File: src/rtl/poly_sound_pkg.sv
// Shared types and constants for the poly_sound multi-voice buzzer block.
// The optional noise voices are enabled with POLY_SOUND_NOISE_EN.
package poly_sound_pkg;

  localparam int SOUND_TICK_DIV_DEFAULT = 50000;

  // 16-bit Fibonacci LFSR, taps 16,14,13,11, shifted right; the mask selects bits 0,2,3,5.
  localparam logic [15:0] SOUND_LFSR_SEED = 16'hACE1;
  localparam logic [15:0] SOUND_LFSR_TAPS = 16'h002D;

  // Holding-register fields are sized for the widest supported configuration.
  localparam int SOUND_MAX_CH_W   = 8;
  localparam int SOUND_MAX_FREQ_W = 32;
  localparam int SOUND_MAX_DUR_W  = 32;

  typedef struct packed {
    logic [SOUND_MAX_CH_W-1:0]   channel;
    logic [SOUND_MAX_FREQ_W-1:0] half_period;
    logic [SOUND_MAX_DUR_W-1:0]  duration;
    logic                        noise;
  } sound_cmd_t;

  function automatic logic [15:0] sound_lfsr_next(input logic [15:0] s);
    return {^(s & SOUND_LFSR_TAPS), s[15:1]};
  endfunction

endpackage

File: src/rtl/poly_sound_if.sv
// Command bus into poly_sound: valid/ready handshake plus the voice command fields.
// The cmd_noise field only has an effect when POLY_SOUND_NOISE_EN is defined.
interface poly_sound_if #(
  parameter int NUM_CHANNELS = 4,
  parameter int FREQ_WIDTH   = 16,
  parameter int DUR_WIDTH    = 12
);
  localparam int CH_W = (NUM_CHANNELS > 1) ? $clog2(NUM_CHANNELS) : 1;

  logic                  cmd_valid;
  logic                  cmd_ready;
  logic [CH_W-1:0]       cmd_channel;
  logic [FREQ_WIDTH-1:0] cmd_half_period;
  logic [DUR_WIDTH-1:0]  cmd_duration;
  logic                  cmd_noise;

  modport master (
    output cmd_valid, cmd_channel, cmd_half_period, cmd_duration, cmd_noise,
    input  cmd_ready
  );

  modport slave (
    input  cmd_valid, cmd_channel, cmd_half_period, cmd_duration, cmd_noise,
    output cmd_ready
  );
endinterface

File: src/rtl/poly_sound_voice.sv
// One poly_sound voice: half-period counter, square phase and tick-based duration.
// With POLY_SOUND_NOISE_EN defined, a per-voice LFSR can replace the square phase.
module poly_sound_voice
  import poly_sound_pkg::*;
#(
  parameter int FREQ_WIDTH = 16,
  parameter int DUR_WIDTH  = 12
) (
  input  logic                  clk,
  input  logic                  rst,
  input  logic                  load,
  input  logic [FREQ_WIDTH-1:0] half_period,
  input  logic [DUR_WIDTH-1:0]  duration,
  input  logic                  noise,
  input  logic                  tick,
  output logic                  active,
  output logic                  phase
);
  localparam logic [FREQ_WIDTH-1:0] F_ONE = FREQ_WIDTH'(1);
  localparam logic [DUR_WIDTH-1:0]  D_ONE = DUR_WIDTH'(1);

  logic [FREQ_WIDTH-1:0] hp_q, hp_d, count_q, count_d;
  logic [DUR_WIDTH-1:0]  rem_q, rem_d;
  logic                  active_q, active_d, phase_q, phase_d;
`ifdef POLY_SOUND_NOISE_EN
  logic                  noise_q, noise_d;
  logic [15:0]           lfsr_q, lfsr_d;
`else
  logic                  unused_noise;
  assign unused_noise = noise;
`endif

  always_comb begin
    hp_d     = hp_q;
    count_d  = count_q;
    rem_d    = rem_q;
    active_d = active_q;
    phase_d  = phase_q;
`ifdef POLY_SOUND_NOISE_EN
    noise_d  = noise_q;
    lfsr_d   = lfsr_q;
`endif
    // A load retriggers immediately and masks any tick arriving on the same edge.
    if (load) begin
      hp_d     = half_period;
      count_d  = (half_period != '0) ? half_period - F_ONE : '0;
      phase_d  = 1'b1;
      rem_d    = duration;
      active_d = (half_period != '0);
`ifdef POLY_SOUND_NOISE_EN
      noise_d  = noise;
      lfsr_d   = SOUND_LFSR_SEED;
`endif
    end else if (active_q) begin
      if (count_q == '0) begin
        count_d = hp_q - F_ONE;
`ifdef POLY_SOUND_NOISE_EN
        if (noise_q) lfsr_d = sound_lfsr_next(lfsr_q);
        else         phase_d = ~phase_q;
`else
        phase_d = ~phase_q;
`endif
      end else begin
        count_d = count_q - F_ONE;
      end
      if (tick && rem_q != '0) begin
        rem_d = rem_q - D_ONE;
        if (rem_q == D_ONE) active_d = 1'b0;
      end
    end
  end

  always_ff @(posedge clk) begin
    if (rst) begin
      hp_q     <= '0;
      count_q  <= '0;
      rem_q    <= '0;
      active_q <= 1'b0;
      phase_q  <= 1'b0;
`ifdef POLY_SOUND_NOISE_EN
      noise_q  <= 1'b0;
      lfsr_q   <= SOUND_LFSR_SEED;
`endif
    end else begin
      hp_q     <= hp_d;
      count_q  <= count_d;
      rem_q    <= rem_d;
      active_q <= active_d;
      phase_q  <= phase_d;
`ifdef POLY_SOUND_NOISE_EN
      noise_q  <= noise_d;
      lfsr_q   <= lfsr_d;
`endif
    end
  end

  assign active = active_q;
`ifdef POLY_SOUND_NOISE_EN
  assign phase = noise_q ? lfsr_q[0] : phase_q;
`else
  assign phase = phase_q;
`endif

endmodule

File: src/rtl/poly_sound.sv
// poly_sound top: command holding register, duration tick prescaler and sigma-delta mixer.
// Noise voices are compiled in only when POLY_SOUND_NOISE_EN is defined.
module poly_sound
  import poly_sound_pkg::*;
#(
  parameter int NUM_CHANNELS = 4,
  parameter int FREQ_WIDTH   = 16,
  parameter int DUR_WIDTH    = 12,
  parameter int TICK_DIV     = SOUND_TICK_DIV_DEFAULT
) (
  input  logic                    clk,
  input  logic                    rst,
  poly_sound_if.slave             cmd,
  output logic [NUM_CHANNELS-1:0] channel_active,
  output logic                    buzzer
);
  localparam int SUM_W = $clog2(NUM_CHANNELS + 1);
  localparam int ACC_W = $clog2(2 * NUM_CHANNELS + 1);
  localparam int PRE_W = (TICK_DIV > 1) ? $clog2(TICK_DIV) : 1;

  logic                    ready_q, ready_d, hold_vld_q, hold_vld_d, accept;
  sound_cmd_t              hold_q, hold_d;
  logic [PRE_W-1:0]        presc_q, presc_d;
  logic                    tick;
  logic [SUM_W-1:0]        sum;
  logic [ACC_W-1:0]        acc_q, acc_d, acc_next;
  logic                    buzzer_q, buzzer_d;
  logic [NUM_CHANNELS-1:0] voice_active, voice_phase;
  logic                    unused_hold;

  assign unused_hold = ^hold_q;

  always_comb begin
    accept     = cmd.cmd_valid && ready_q;
    ready_d    = !accept;
    hold_vld_d = accept;
    hold_d     = hold_q;
    if (accept) begin
      hold_d.channel     = SOUND_MAX_CH_W'(cmd.cmd_channel);
      hold_d.half_period = SOUND_MAX_FREQ_W'(cmd.cmd_half_period);
      hold_d.duration    = SOUND_MAX_DUR_W'(cmd.cmd_duration);
      hold_d.noise       = cmd.cmd_noise;
    end

    tick    = (presc_q == PRE_W'(TICK_DIV - 1));
    presc_d = tick ? '0 : presc_q + PRE_W'(1);

    // First-order sigma-delta: emit a 1 each time the accumulator wraps past NUM_CHANNELS.
    sum = '0;
    for (int i = 0; i < NUM_CHANNELS; i++) begin
      if (voice_active[i] && voice_phase[i]) sum = sum + SUM_W'(1);
    end
    acc_next = acc_q + ACC_W'(sum);
    buzzer_d = (acc_next >= ACC_W'(NUM_CHANNELS));
    acc_d    = buzzer_d ? acc_next - ACC_W'(NUM_CHANNELS) : acc_next;
  end

  always_ff @(posedge clk) begin
    if (rst) begin
      ready_q    <= 1'b0;
      hold_vld_q <= 1'b0;
      presc_q    <= '0;
      acc_q      <= '0;
      buzzer_q   <= 1'b0;
    end else begin
      ready_q    <= ready_d;
      hold_vld_q <= hold_vld_d;
      presc_q    <= presc_d;
      acc_q      <= acc_d;
      buzzer_q   <= buzzer_d;
    end
  end

  always_ff @(posedge clk) begin
    hold_q <= hold_d;
  end

  // Channels outside 0..NUM_CHANNELS-1 match no voice, so they are dropped here.
  for (genvar i = 0; i < NUM_CHANNELS; i++) begin : g_voice
    poly_sound_voice #(
      .FREQ_WIDTH (FREQ_WIDTH),
      .DUR_WIDTH  (DUR_WIDTH)
    ) u_voice (
      .clk         (clk),
      .rst         (rst),
      .load        (hold_vld_q && (hold_q.channel == SOUND_MAX_CH_W'(i))),
      .half_period (FREQ_WIDTH'(hold_q.half_period)),
      .duration    (DUR_WIDTH'(hold_q.duration)),
      .noise       (hold_q.noise),
      .tick        (tick),
      .active      (voice_active[i]),
      .phase       (voice_phase[i])
    );
  end

  assign cmd.cmd_ready   = ready_q;
  assign channel_active  = voice_active;
  assign buzzer          = buzzer_q;

endmodule
File: src/flat_wrapper.sv
// flat-port wrapper written by rule: the top's interface ports become plain ports
module poly_sound_flat import poly_sound_pkg::*;
#(
  parameter int NUM_CHANNELS = 4,
  parameter int FREQ_WIDTH   = 16,
  parameter int DUR_WIDTH    = 12,
  parameter int TICK_DIV     = SOUND_TICK_DIV_DEFAULT
)
  (clk, rst, channel_active, buzzer, cmd_cmd_valid, cmd_cmd_channel, cmd_cmd_half_period, cmd_cmd_duration, cmd_cmd_noise, cmd_cmd_ready);
  poly_sound_if #(.NUM_CHANNELS(NUM_CHANNELS), .FREQ_WIDTH(FREQ_WIDTH), .DUR_WIDTH(DUR_WIDTH)) cmd_i ();
  input  logic clk;
  input  logic rst;
  output logic [NUM_CHANNELS-1:0] channel_active;
  output logic buzzer;
  input wire logic [$bits(cmd_i.cmd_valid)-1:0] cmd_cmd_valid;
  input wire logic [$bits(cmd_i.cmd_channel)-1:0] cmd_cmd_channel;
  input wire logic [$bits(cmd_i.cmd_half_period)-1:0] cmd_cmd_half_period;
  input wire logic [$bits(cmd_i.cmd_duration)-1:0] cmd_cmd_duration;
  input wire logic [$bits(cmd_i.cmd_noise)-1:0] cmd_cmd_noise;
  output wire logic [$bits(cmd_i.cmd_ready)-1:0] cmd_cmd_ready;
  assign cmd_i.cmd_valid = cmd_cmd_valid;
  assign cmd_i.cmd_channel = cmd_cmd_channel;
  assign cmd_i.cmd_half_period = cmd_cmd_half_period;
  assign cmd_i.cmd_duration = cmd_cmd_duration;
  assign cmd_i.cmd_noise = cmd_cmd_noise;
  assign cmd_cmd_ready = cmd_i.cmd_ready;
  poly_sound #(.NUM_CHANNELS(NUM_CHANNELS), .FREQ_WIDTH(FREQ_WIDTH), .DUR_WIDTH(DUR_WIDTH), .TICK_DIV(TICK_DIV)) u_core (.clk(clk), .rst(rst), .cmd(cmd_i), .channel_active(channel_active), .buzzer(buzzer));
endmodule
File: config.mk
export PLATFORM = sky130hd
export DESIGN_NAME = poly_sound_flat
export DESIGN_NICKNAME = d
export VERILOG_FILES = /design/src/rtl/poly_sound_pkg.sv /design/src/rtl/poly_sound_if.sv /design/src/rtl/poly_sound_voice.sv /design/src/rtl/poly_sound.sv /design/src/flat_wrapper.sv
export SDC_FILE = /design/constraint.sdc
export NUM_CORES = 1
export LEC_CHECK = 0
export CAP_MARGIN = 15
export CELL_PAD_IN_SITES_DETAIL_PLACEMENT = 1
export CELL_PAD_IN_SITES_GLOBAL_PLACEMENT = 1
export CORE_MARGIN = 2
export CORE_UTILIZATION = 30
export CTS_BUF_LIST = sky130_fd_sc_hd__clkbuf_8
export DETAILED_ROUTE_END_ITERATION = 16
export HOLD_SLACK_MARGIN = 0.1
export PLACE_DENSITY = 0.57
export REMOVE_ABC_BUFFERS = 1
export SYNTH_ARGS = -nofsm -noshare
export SYNTH_HDL_FRONTEND = slang
export SYNTH_SLANG_ARGS = --single-unit
File: constraint.sdc
create_clock -name clk -period 5 [get_ports clk]
set_input_delay 1.25 -clock clk [delete_from_list [all_inputs] [get_ports clk]]
set_output_delay 1.25 -clock clk [all_outputs]
set_load 0.02 [all_outputs]
== Word level (Yosys, flattened, before mapping) ==
Cells that the tools add are included.
Cells by class
  add/subtract/negate cells: 19
  order comparisons: 1
  equality and inequality tests: 8
  muxes and demuxes: 58
  bitwise logic cells: 4
  reductions and logical operators: 45
Operator list (count)
  two-way mux 16 bit: 13
  two-way mux 12 bit: 12
  subtractor 16 x 1 -> 16 bit, second input constant: 9
  logical NOT 16 bit: 4
  equality test 12 x 1 -> 1 bit, second input constant: 4
  nonzero test 12 bit: 4
  subtractor 12 x 1 -> 12 bit, second input constant: 4
  two-way mux 1 bit: 29
  nonzero test 2 bit: 12
  adder 16 x 1 -> 16 bit, second input constant: 1
  equality test 16 bit, second input constant: 1
  AND reduction 2 bit: 8
  nonzero test 16 bit: 1
  logical AND 1 bit: 13
  two-way mux 3 bit: 3
  logical NOT 8 bit: 1
  adder 3 x 1 -> 3 bit, second input constant: 2
  adder 4 x 3 -> 4 bit: 1
  equality test 2 bit, second input constant: 2
  >= comparator 4 x 3 -> 1 bit, second input constant: 1
  two-way mux 4 bit: 1
  inverter 1 bit: 4
  subtractor 4 x 3 -> 4 bit, second input constant: 1
  adder 1 x 1 -> 2 bit, second input constant: 1
  3 further kinds: 3
Storage, ports and cells
  register bits: 237
  output and inout bits: 6
  logic and storage cells: 163

== Longest topological paths before layout ==
  depth in word-level cells: 11
  mapped depth: 15

== By module ==
From an unflattened synthesis, not the netlist that was laid out.
Second synthesis, totals
  cell total of the unflattened synthesis: 1715
  area, all modules: 14091.0 um^2
By module, submodules not included
  poly_sound_voice (u_core.g_voice[0].u_voice ...): instances 3, cells an instance 395, area an instance 3014.1 um^2, sequential area each 920.9 um^2
  poly_sound_voice (u_core.g_voice[3].u_voice): instances 1, cells an instance 364, area an instance 2927.8 um^2, sequential area each 920.9 um^2
  poly_sound: instances 1, cells an instance 166, area an instance 2120.8 um^2, sequential area each 1391.3 um^2

== Least setup slack after synthesis ==
Ideal clock, no wire load.
  kind: reg-to-reg
  from: register u_core.g_voice[3].u_voice.count_q[10]
  to: register u_core.g_voice[3].u_voice.count_q[6]
  setup time: 115 ps
  arrival: 3071 ps
  required time: 4885 ps
  setup slack: 1814 ps
  cell stages (with the launch flop): 15
  cells stage by stage: dfxtp_1 clkbuf_1 or4_1 nor3_1 and2_1 buf_2 buf_4 a21oi_1 ha_1 nand2_1 a311o_1 mux2_2 a21oi_1 o21ai_0 o21a_1
On the way
  longest elaborated chain between the ends: 4
Ends and longest elaborated chain
  from (decl): line poly_sound_voice.sv:22  | logic [FREQ_WIDTH-1:0] hp_q, hp_d, count_q, count_d;
  from (signal assigned): line poly_sound_voice.sv:86  | count_q <= count_d;
  logical NOT 16 bit: line poly_sound_voice.sv:55  | if (count_q == '0) begin
  two-way mux 16 bit: line poly_sound_voice.sv:55
  two-way mux 16 bit: line poly_sound_voice.sv:54  | end else if (active_q) begin
  two-way mux 16 bit: line poly_sound_voice.sv:44  | if (load) begin
No other way between the ends. The select of a mux whose other input is x is not followed.
A chain may end at the register's enable or synchronous reset.

== Final worst setup path ==
  from: register u_core.g_voice[3].u_voice.active_q
  to: output port channel_active[3]
RTL lines
  from (decl): line poly_sound_voice.sv:24  | logic active_q, active_d, phase_q, phase_d;
  from (signal assigned): line poly_sound_voice.sv:88  | active_q <= active_d;
  to (decl): line flat_wrapper.sv:13  | output logic [NUM_CHANNELS-1:0] channel_active;
No word-level cell between the ends.

==> impl_metrics.env <==
export IMPL_status="finished clean"
export IMPL_rr_worst_depth=12
export IMPL_cts_setup_buffers=0
export IMPL_synth_compound_area_share=0.213
export IMPL_hold_viol=0
export IMPL_synth_top_family_by_area="simple AND/OR/NAND/NOR gates"
export IMPL_power_w=0.00477
export IMPL_powerDensity_nw_per_um2=329
export IMPL_cp_slowest_cell="dfxtp_1"
export IMPL_max_freq_ghz=0.294
export IMPL_cts_root_buf="clkbuf_8"
export IMPL_vdd_ir_drop_max_mv=0.163
export IMPL_setup_violations=0
export IMPL_core_area_um2=41900
export IMPL_synth_simple_area_share=0.258
export IMPL_clk_pin_slew_ns=0.06
export IMPL_cts_max_path_buffers=3
export IMPL_track_usage=0.206
export IMPL_synthArstFlopShare=0
export IMPL_die_y_um=210
export IMPL_grt_pass1_vias=12400
export IMPL_rsz0062_at_grt="false"
export IMPL_drive_gt1_frac=0.0723
export IMPL_antenna_found_initial=1
export IMPL_multi_input_area_um2=7170
export IMPL_cp_arrival_ns=2.15
export IMPL_ctsHoldBuffers=0
export IMPL_ant_nets=0
export IMPL_clock_skew_ns=0.0289
export IMPL_setup_tns_ns=0
export IMPL_cap_violations=0
export IMPL_path_depth=1
export IMPL_synth_fa_ha_area_frac=0.0212
export IMPL_finalWirelength_um=44800
export IMPL_syn_to_final_growth_pct=13.5
export IMPL_clk_latency_ns=0.63
export IMPL_finalCriticalPeriod_ns=3.40
export IMPL_overflow=0
export IMPL_htreeDepth=2
export IMPL_yosysWarnings=0
export IMPL_drtIter0Drc=778
export IMPL_n_fill_cell=5027
export IMPL_seq_area_um2=5040
export IMPL_relSlewSlack=0.279
export IMPL_port_buffers=38
export IMPL_fin_nets=1651
export IMPL_die_x_um=210
export IMPL_stdcell_count=2171
export IMPL_synthMuxAreaShare=0.0130
export IMPL_path_class="register to primary output"
export IMPL_vias=12000
export IMPL_critPathCaptureType="primary output"
export IMPL_ys_ff_latch=237
export IMPL_synth_xor_area_frac=0.0557
export IMPL_start_util=0.304
export IMPL_dp_hpwl_um=29800
export IMPL_critPathMaxStageDelay_ns=0.78
export IMPL_grt_pass1_wl_um=71500
export IMPL_startpoint_type="register"
export IMPL_netlist_area_um2=12700
export IMPL_finalMaxSlewViolations=0
export IMPL_cts_resized=0
export IMPL_die_area_um2=44200
export IMPL_path_max_fanout=13
export IMPL_power_leakage_nw=5.08
export IMPL_grt_max_degree=65
export IMPL_drc_errors=0
export IMPL_postSynthCellCount=1594
export IMPL_synth_edf_count=30
export IMPL_routedWlPerCell_um=20.6
export IMPL_tritoncts="done"
export IMPL_rows=75
export IMPL_synth_distinct_cells=76
export IMPL_synth_avg_cell_area_um2=8.00
export IMPL_dr_pass1_iters=4
export IMPL_viasPerCell=5.51
export IMPL_fin_crit_sh=0.681
export IMPL_tightest_slew_ns=1.05
export IMPL_synth_yosys_seq_area_share=0.396
export IMPL_globalplace_congestion=0.794
export IMPL_hold_class="register to register"
export IMPL_crit_buf_inv=1
export IMPL_synth_ff_type="dfxtp_1"
export IMPL_crit_chain="clkdlybuf4s50_1"
export IMPL_cts_buffers=47
export IMPL_hold_depth=1
export IMPL_dp_cells=2086
export IMPL_critPathRequiredTime_ns=3.75
export IMPL_cts_sinks=237
export IMPL_cpLargestDelayFamily="flip-flops"
export IMPL_pin_count=40
==> through the flow <==
step,setup slack (ns),hold slack [ns],area (um^2),util
2_1_floorplan,1.57,0.413,12300,-
3_3_place_gp,1.70,0.429,13500,0.323
3_5_place_dp,1.59,0.443,13500,0.323
4_1_cts,1.56,0.451,14500,0.345
5_1_grt,1.31,0.484,14500,0.345
6_report,1.60,0.447,14500,0.345
==> final cells by class <==
| class | count | area share |
|---|---|---|
| Antenna cell | 1 | 0.000173 |
| Clock buffer | 59 | 0.0561 |
| Clock inverter | 25 | 0.00735 |
| Inverter | 27 | 0.00700 |
| Multi-Input combinational cell | 1222 | 0.496 |
| Sequential cell | 237 | 0.349 |
| Tap cell | 539 | 0.0466 |
| Timing Repair Buffer | 61 | 0.0383 |
==> path summary, 6_finish.rpt <==
kind / endpoint / slack (ns) / from
worst min-delay path: u_core.presc_q[0] / 0.45 / u_core.presc_q[0]
worst max-delay path: channel_active[3] / 1.60 / u_core.g_voice[3].u_voice.active
worst min register to register: u_core.presc_q[0] / 0.45 / u_core.presc_q[0]
worst max register to register: u_core.g_voice[1].u_voice.count_q[14] / 1.61 / u_core.g_voice[1].u_voice.count_q[11]
==> layer usage <==
layer / vias up / share of wire / track usage
met3: 83 / 0.036 / 0.0337
met5: - / 0 / 0
li1: 5800 / - / -
met2: 178 / 0.46 / 0.342
met1: 5898 / 0.47 / 0.268
met4: 0 / 0.034 / 0.0831
==> flip-flops by register name, summed over array words and instances, names as in the netlist <==
name and count:
u_core.hold_vld_q 1, u_core.cmd.cmd_ready 1, u_core.g_voice.u_voice.hp_q 64, u_core.g_voice.u_voice.active 4, u_core.buzzer 1, u_core.acc_q 4, u_core.presc_q 16, u_core.g_voice.u_voice.phase 4
u_core.g_voice.u_voice.rem_q 48, u_core.hold_q 30, u_core.g_voice.u_voice.count_q 64
==> synthesized netlist by cell type (all sizes together), types with 16 or more instances <==
| cell | instances | share of area |
|---|---|---|
| xor2 | 34 | 0.023 |
| dfxtp | 207 | 0.33 |
| a31oi | 23 | 0.011 |
| buf | 22 | 0.0098 |
| nor3 | 49 | 0.020 |
| o22ai | 21 | 0.010 |
| or4 | 16 | 0.0094 |
| o21ai | 47 | 0.018 |
| ha | 20 | 0.020 |
| xnor2 | 47 | 0.032 |
| a21oi | 172 | 0.068 |
| nand3 | 29 | 0.011 |
| nor4 | 40 | 0.021 |
| inv | 26 | 0.0077 |
| clkbuf | 86 | 0.026 |
| edfxtp | 30 | 0.071 |
| a211oi | 61 | 0.036 |
| or3 | 35 | 0.017 |
| and3 | 24 | 0.012 |
| nand2 | 214 | 0.063 |
| nor2 | 184 | 0.054 |
==> logic make-up after synthesis <==
group | count (synthesis)
multiplexers | 16
AND/OR/NAND/NOR | 678
AO/OA/AOI/OAI | 426
XOR/XNOR | 81
buffers and inverters | 135
flip-flops | 237
adder cells (fa/ha/maj) | 21
==> power by group <==
group	switching, W	internal, W
clock	0.000907	0.00106
combinational	0.000476	0.000269
sequential	0.0000795	0.00198
==> layout by cell type, fill, tap and decap left out, types with 11 or more instances in the layout <==
master           count
xor2_1              34
mux2i_1             12
ha_1                20
o211ai_1            11
a21oi_1            172
o22ai_1             21
clkbuf_8            59
dfxtp_1            207
nand3_1             28
edfxtp_1            30
nor3_1              48
xnor2_1             47
clkdlybuf4s50_1     37
o31ai_1             11
buf_4               23
a31oi_1             23
a22oi_1             11
o21ai_0             47
a211oi_1            61
nand4_1             12
nor2_1             182
nand2_1            214
nor4_1              37
and3_1              24
or3_1               35
inv_1               46
or4_1               16
(Power assumes the default switching activity.)
